**src/rtl/seq_comparator.sv**
```systemverilog
// Digit-serial magnitude comparator: walks DIGIT-bit slices from MSB to LSB, stopping at the first
// slice that differs. Signed mode biases both sign bits so one unsigned slice compare covers both.
module seq_comparator #(
   parameter int unsigned WIDTH = 32,
   parameter int unsigned DIGIT = 4
) (
   input  logic             clk,
   input  logic             rst,
   input  logic             start,
   input  logic             signed_mode,
   input  logic [WIDTH-1:0] A,
   input  logic [WIDTH-1:0] B,
   output logic             busy,
   output logic             done,
   output logic             A_gt_B,
   output logic             A_eq_B,
   output logic             A_lt_B
);

   localparam int unsigned N    = (DIGIT == 0) ? 1 : WIDTH / DIGIT;
   localparam int unsigned IdxW = (N > 1) ? $clog2(N) : 1;
   localparam logic [IdxW-1:0] IdxLast = IdxW'(N - 1);

   if ((DIGIT == 0) ? 1'b1 : ((WIDTH == 0) || ((WIDTH % DIGIT) != 0))) begin : g_bad_param
      $error("seq_comparator: WIDTH must be a non-zero multiple of DIGIT");
   end

   typedef enum logic [1:0] {StIdle, StCompare, StDone} state_e;

   state_e state_q, state_d;

   logic [WIDTH-1:0] a_q, b_q, a_d, b_d;
   logic [IdxW-1:0]  idx_q;
   logic             gt_q, eq_q, lt_q;
   logic [DIGIT-1:0] slice_a, slice_b;
   logic             accept, last;

   // Operands shift up as slices match, so the slice under test is always the top one.
   assign slice_a = a_q[WIDTH-1 -: DIGIT];
   assign slice_b = b_q[WIDTH-1 -: DIGIT];
   assign last    = (idx_q == '0);
   assign accept  = start && (state_q != StCompare);

   always_comb begin
      a_d = A;
      b_d = B;
      a_d[WIDTH-1] = A[WIDTH-1] ^ signed_mode;
      b_d[WIDTH-1] = B[WIDTH-1] ^ signed_mode;
   end

   // State register
   always_ff @(posedge clk or posedge rst) begin
      if (rst) begin
         state_q <= StIdle;
      end else begin
         state_q <= state_d;
      end
   end

   // Next-state logic
   always_comb begin
      state_d = state_q;
      case (state_q)
         StIdle: begin
            if (start) state_d = StCompare;
         end
         StCompare: begin
            if ((slice_a != slice_b) || last) state_d = StDone;
         end
         StDone: begin
            state_d = start ? StCompare : StIdle;
         end
         default: state_d = StIdle;
      endcase
   end

   // Outputs
   always_comb begin
      busy   = (state_q == StCompare);
      done   = (state_q == StDone);
      A_gt_B = gt_q;
      A_eq_B = eq_q;
      A_lt_B = lt_q;
   end

   // Datapath: operand capture, slice walk and result flags
   always_ff @(posedge clk or posedge rst) begin
      if (rst) begin
         a_q   <= '0;
         b_q   <= '0;
         idx_q <= '0;
         gt_q  <= 1'b0;
         eq_q  <= 1'b0;
         lt_q  <= 1'b0;
      end else if (accept) begin
         a_q   <= a_d;
         b_q   <= b_d;
         idx_q <= IdxLast;
         gt_q  <= 1'b0;
         eq_q  <= 1'b0;
         lt_q  <= 1'b0;
      end else if (state_q == StCompare) begin
         if (slice_a > slice_b) begin
            gt_q <= 1'b1;
         end else if (slice_a < slice_b) begin
            lt_q <= 1'b1;
         end else if (last) begin
            eq_q <= 1'b1;
         end else begin
            a_q   <= a_q << DIGIT;
            b_q   <= b_q << DIGIT;
            idx_q <= idx_q - IdxW'(1);
         end
      end
   end

endmodule

```
**config.mk**
```make
export PLATFORM = sky130hd
export DESIGN_NAME = seq_comparator
export DESIGN_NICKNAME = d
export VERILOG_FILES = /design/src/rtl/seq_comparator.sv
export SDC_FILE = /design/constraint.sdc
export NUM_CORES = 1
export LEC_CHECK = 0
export BUFFER_PORTS_ARGS = -buffer_cell sky130_fd_sc_hd__clkbuf_2
export CAP_MARGIN = 25
export CORE_MARGIN = 2
export CORE_UTILIZATION = 38
export DETAILED_ROUTE_END_ITERATION = 10
export PLACE_DENSITY = 0.66
export SYNTH_ARGS = -nofsm -noshare
export SYNTH_HDL_FRONTEND = slang
export SYNTH_SLANG_ARGS = --single-unit
```
**constraint.sdc**
```tcl
create_clock -name clk -period 6.4 [get_ports clk]
set_input_delay 1.6 -clock clk [delete_from_list [all_inputs] [get_ports clk]]
set_output_delay 1.6 -clock clk [all_outputs]
set_load 0.1 [all_outputs]
```
==> Word-level counts from Yosys, hierarchy flattened <==
Cells that the tools add are included.
{ "classes": {"add_sub_neg": 1, "magnitude_cmp": 2, "n_eq_ne": 9, "mux": 31, "bitwise": 2, "reduce_logical": 13} }
{ "op_table": {"columns": ["cell", "n"], "rows": [
  ["32-bit two-way mux", 10],
  ["3-bit two-way mux", 5],
  ["1-bit two-way mux", 13],
  ["2-bit inequality test, second input constant", 4],
  ["4-bit AND reduction", 2],
  ["2-bit nonzero test", 4],
  ["2-bit case mux with 3 select lines", 1],
  ["4-bit > comparator", 1],
  ["4-bit < comparator", 1],
  ["2-bit two-way mux", 2],
  ["2-bit by 1-bit inequality test with 1-bit output, second input constant", 2],
  ["4-bit inequality test", 1],
  ["2-bit AND reduction", 2],
  ["3-bit zero test", 1],
  ["3-bit AND reduction", 1],
  ["3-bit by 1-bit subtractor with 3-bit output, second input constant", 1],
  ["2-bit by 1-bit == test with 1-bit output, second input constant", 1],
  ["2-bit == test, second input constant", 1],
  ["2-bit zero test", 1],
  ["1-bit bitwise XOR", 2],
  ["1-bit logical AND", 1],
  ["1-bit logical OR", 1]
]} }
{ "word_totals": {"register_bits": 72, "input_bits": 68, "output_inout_bits": 5, "elab_cells": 65} }

==> Longest topological paths before layout <==
{ "logic_depth": {"word_depth": 6, "ltp_mapped": 9, "ltp_nobuf": 6} }

==> Worst setup path before layout <==
OpenSTA, ideal clock, no wires.
{ "synth_path": {"path_type": "reg-to-output", "from": "reg state_q[0]", "to": "out done", "arrival_ps": 1714, "required_time_ps": 4800, "setup_slack_ps": 3086, "path_stages_with_launch": 2, "path_buffers": 0, "cell_sequence": "dfrtp_1 -> nor2b_1"} }
{ "synth_between": {"elab_chain_cells": 1} }
{ "synth_rtl": {"columns": ["item", "line", "source"], "rows": [
  ["start, declared", "30", "state_e state_q, state_d;"],
  ["start signal, assigned", "54", "state_q <= StIdle;"],
  ["start signal, assigned", "56", "state_q <= state_d;"],
  ["2-bit == test", "80", "done = (state_q == StDone);"],
  ["end, declared", "14", "output logic done,"]
]} }
No other way between the ends.

==> Worst setup path in the final report <==
{ "layout_path": {"from": "reg state_q[1]", "to": "out busy"} }
{ "layout_between": {"elab_chain_cells": 1} }
{ "layout_rtl": {"columns": ["item", "line", "source"], "rows": [
  ["2-bit by 1-bit == test with 1-bit output", "79", "busy = (state_q == StCompare);"],
  ["end, declared", "13", "output logic busy,"]
]} }
No other way between the ends.

==> summary.md <==
| Metric | Value |
|---|---|
| Status | `complete, no violations` |
| Critical path's slowest cell | `clkbuf_2` |
| Fin util | `44.9%` |
| Fraction of layout cells with a size suffix above 1 | `22.6%` |
| Largest stage delay, worst path | `480 ps` |
| Final ANT Viol Nets | `0` |
| Vias in the first global route | `3097` |
| Initial drt markers | `249` |
| Die Span Y | `between 100 and 150 um` |
| Worst skew pair latency | `340 ps` |
| Register area share after synthesis | `51.0%` |
| Initial DRT Pass Iterations | `5` |
| Setup TNS | `0 ps` |
| CP startpoint kind | `flop` |
| CP endpoint kind | `output port` |
| #FFs+latches synth | `slightly above 70` |
| Commonest non-fill, non-tap cells in the layout | `72 x dfrtp_1, 72 x clkbuf_2, 51 x nor2_1` |
| Yosys warning total | `0` |
| Global Route Usage Sum | `18.4%` |
| Pleak | `1.79 nW` |
| Initial antenna violation count | `0` |
| Reg-to-Reg Start | `a_q[31]$_DFFE_PP0P_` |
| Total Wirelength | `approximately 9000 um` |
| # hold bufs at CTS | `0` |
| Synth Instances | `396` |
| P&R area growth vs syn | `15.7%` |
| Pins Over Slew Limit | `0` |
| Worst hold path startpoint | `state_q[0]$_DFFE_PP0P_` |
| GP Congestion | `0.802` |
| Tightest Pin Transition | `993 ps` |
| GR Overflow Total | `0` |
| Post-CTS sizing | `0` |
| Post-DP HPWL | `5590 um` |
| Effective utilization at floorplan | `38.8%` |
| WP data required | `4800 ps` |
| CTS Buf Count | `9` |
| Worst Skew | `6.48 ps` |
| Core Rows | `35` |
| Crit-path cells | `nand2b_1, inv_1, clkbuf_2` |
| Core area | `9110 um2` |
| Ant diodes | `0` |
| Critical Path Fanout Max | `6` |
| Sink Count | `72` |
| Worst hold margin | `505 ps` |
| Wire per inst | `between 15 and 20 um` |
| Crit path kind | `flop to output port` |
| Min cycle time layout | `3260 ps` |
| Largest net degree at the start of global routing | `84` |
| Port bufs | `72` |
| Slew margin rel. | `between 30% and 40%` |
| First-pass GRT wire length | `14800 um` |
| WL met1 | `4160 um` |
| Clock Tree Root | `clkbuf_8` |
| Critical path buffer and inverter count | `2` |
| Syn Nets | `470` |
| Critical path startpoint | `state_q[1]$_DFFE_PP0P_` |
| Clock transition at path regs | `about 70 ps` |
| Overall power | `between 1.5 and 2 mW` |
| Unrepaired setup endpoints after global routing | `false` |
| Hold Vio Cnt, Final | `0` |
| Final worst path period share | `about half` |
| Layout Nets | `522` |
| Netlist cell types | `32` |
| H-Tree Level Count | `3` |
| Crit path DAT | `1660 ps` |
| Max Cap Viol | `0` |
| Detail Route met2 WL | `roughly 4300 um` |
| Setup Buffers After CTS | `0` |
| I/O pins | `73` |
| Syn Std Cell Area | `3530 um2` |
| PwrDens | `474 nW/um2` |
| Worst min-delay path class | `flop to flop` |
| Final setup vio count | `0` |
| CTS tree | `yes` |
| Syn_area_per_cell | `8.92 um2` |
| VDD IR-drop max | `0.000198 V` |
| DR WL met3 | `roughly 500 um` |
| Die X-Extent | `100 um` |
| Full die area | `~10000 um2` |
| Fmax | `approximately 310 MHz` |
| Clk buf depth | `2` |
| # DRC | `0` |
| Top Layer Used | `met4` |
| Crit path max-delay family | `buffers and inverters` |
| Vias post-DR | `3144` |
| Vias per cell | `5.59` |
-- path summary, 6_finish.rpt --
path | cells after the start | to | slack (ps)
max | 3 | busy | 3140
min | 1 | state_q[0]$_DFFE_PP0P_ | 500
max reg2reg | 6 | b_q[18]$_DFFE_PP0P_ | 3790
min reg2reg | 1 | state_q[0]$_DFFE_PP0P_ | 500
max in group asynchronous | 3 | b_q[31]$_DFFE_PP0P_ | 4260
min in group asynchronous | 3 | b_q[29]$_DFFE_PP0P_ | 1500
-- layer usage --
layer	track usage, %	vias up
li1	-	1521
met1	25.1	1520
met2	30.3	96
met3	4.18	7
met4	3.79	0
met5	0	-
-- logic make-up (layout without fill, tap and decap cells) --
| logic type | after synthesis | after routing | share of synthesized area (%) |
|---|---|---|---|
| AO/OA/AOI/OAI | 159 | 159 | 25.9 |
| AND/OR/NAND/NOR | 108 | 108 | 13.8 |
| flip-flops | 72 | 72 | 51.0 |
| XOR/XNOR | 2 | 2 | 0.496 |
| buffers and inverters | 49 | 104 | 6.66 |
| adder cells (fa/ha/maj) | 6 | 6 | 2.12 |
-- power breakdown --
part | internal [mW] | switching, mW | total (mW)
clock | 0.145 | 0.167 | 0.312
combinational | 0.256 | 0.609 | 0.865
sequential | 0.656 | 0.104 | 0.760
total | 1.06 | 0.880 | 1.94
-- state kept, by name (all words and copies together), names as in the netlist --
signal and count:
idx_q 3, a_q 32, b_q 32, A_lt_B 1, state_q 2, A_eq_B 1
A_gt_B 1
-- final cells by class --
cell class / count / area [um2]
clock inverter: 4 / 22.5
multi-input combinational: 275 / 1520
clock buffer: 10 / 138
timing repair buffer: 79 / 425
tap: 111 / 139
sequential: 72 / 1800
inverter: 11 / 41.3
fill: 937 / 5020
-- cell usage after synthesis, drive strengths merged --
cell type  number  area share [%]
a21oi          31             4.5
a221o           2            0.57
a22o            2            0.50
a22oi           1            0.21
a31oi          49             8.7
and3            2            0.35
buf            23             3.9
clkbuf         15             1.6
dfrtp          72              51
ha              6             2.1
inv            11             1.2
nand2          24             2.5
nand2b          1            0.18
nand3          20             2.8
nand4           1            0.35
nor2           53             5.8
nor2b           2            0.35
nor3            2            0.57
nor3b           1            0.35
o211ai         13             2.8
o21ai          59             8.4
o22ai           2            0.35
or3             1            0.18
or3b            1            0.25
xnor2           1            0.25
xor2            1            0.25
-- per-stage QoR --
stage / instances / instance area, um2 / setup slack, ps
after floorplan: 396 / 3530 / 2980
after global placement: 547 / 3910 / 3180
after detailed placement: 547 / 3910 / 3080
after CTS: 561 / 4070 / 3120
after global routing: 562 / 4090 / 3060
final: 562 / 4090 / 3140
Note: power is estimated with default switching activity, not from simulation.
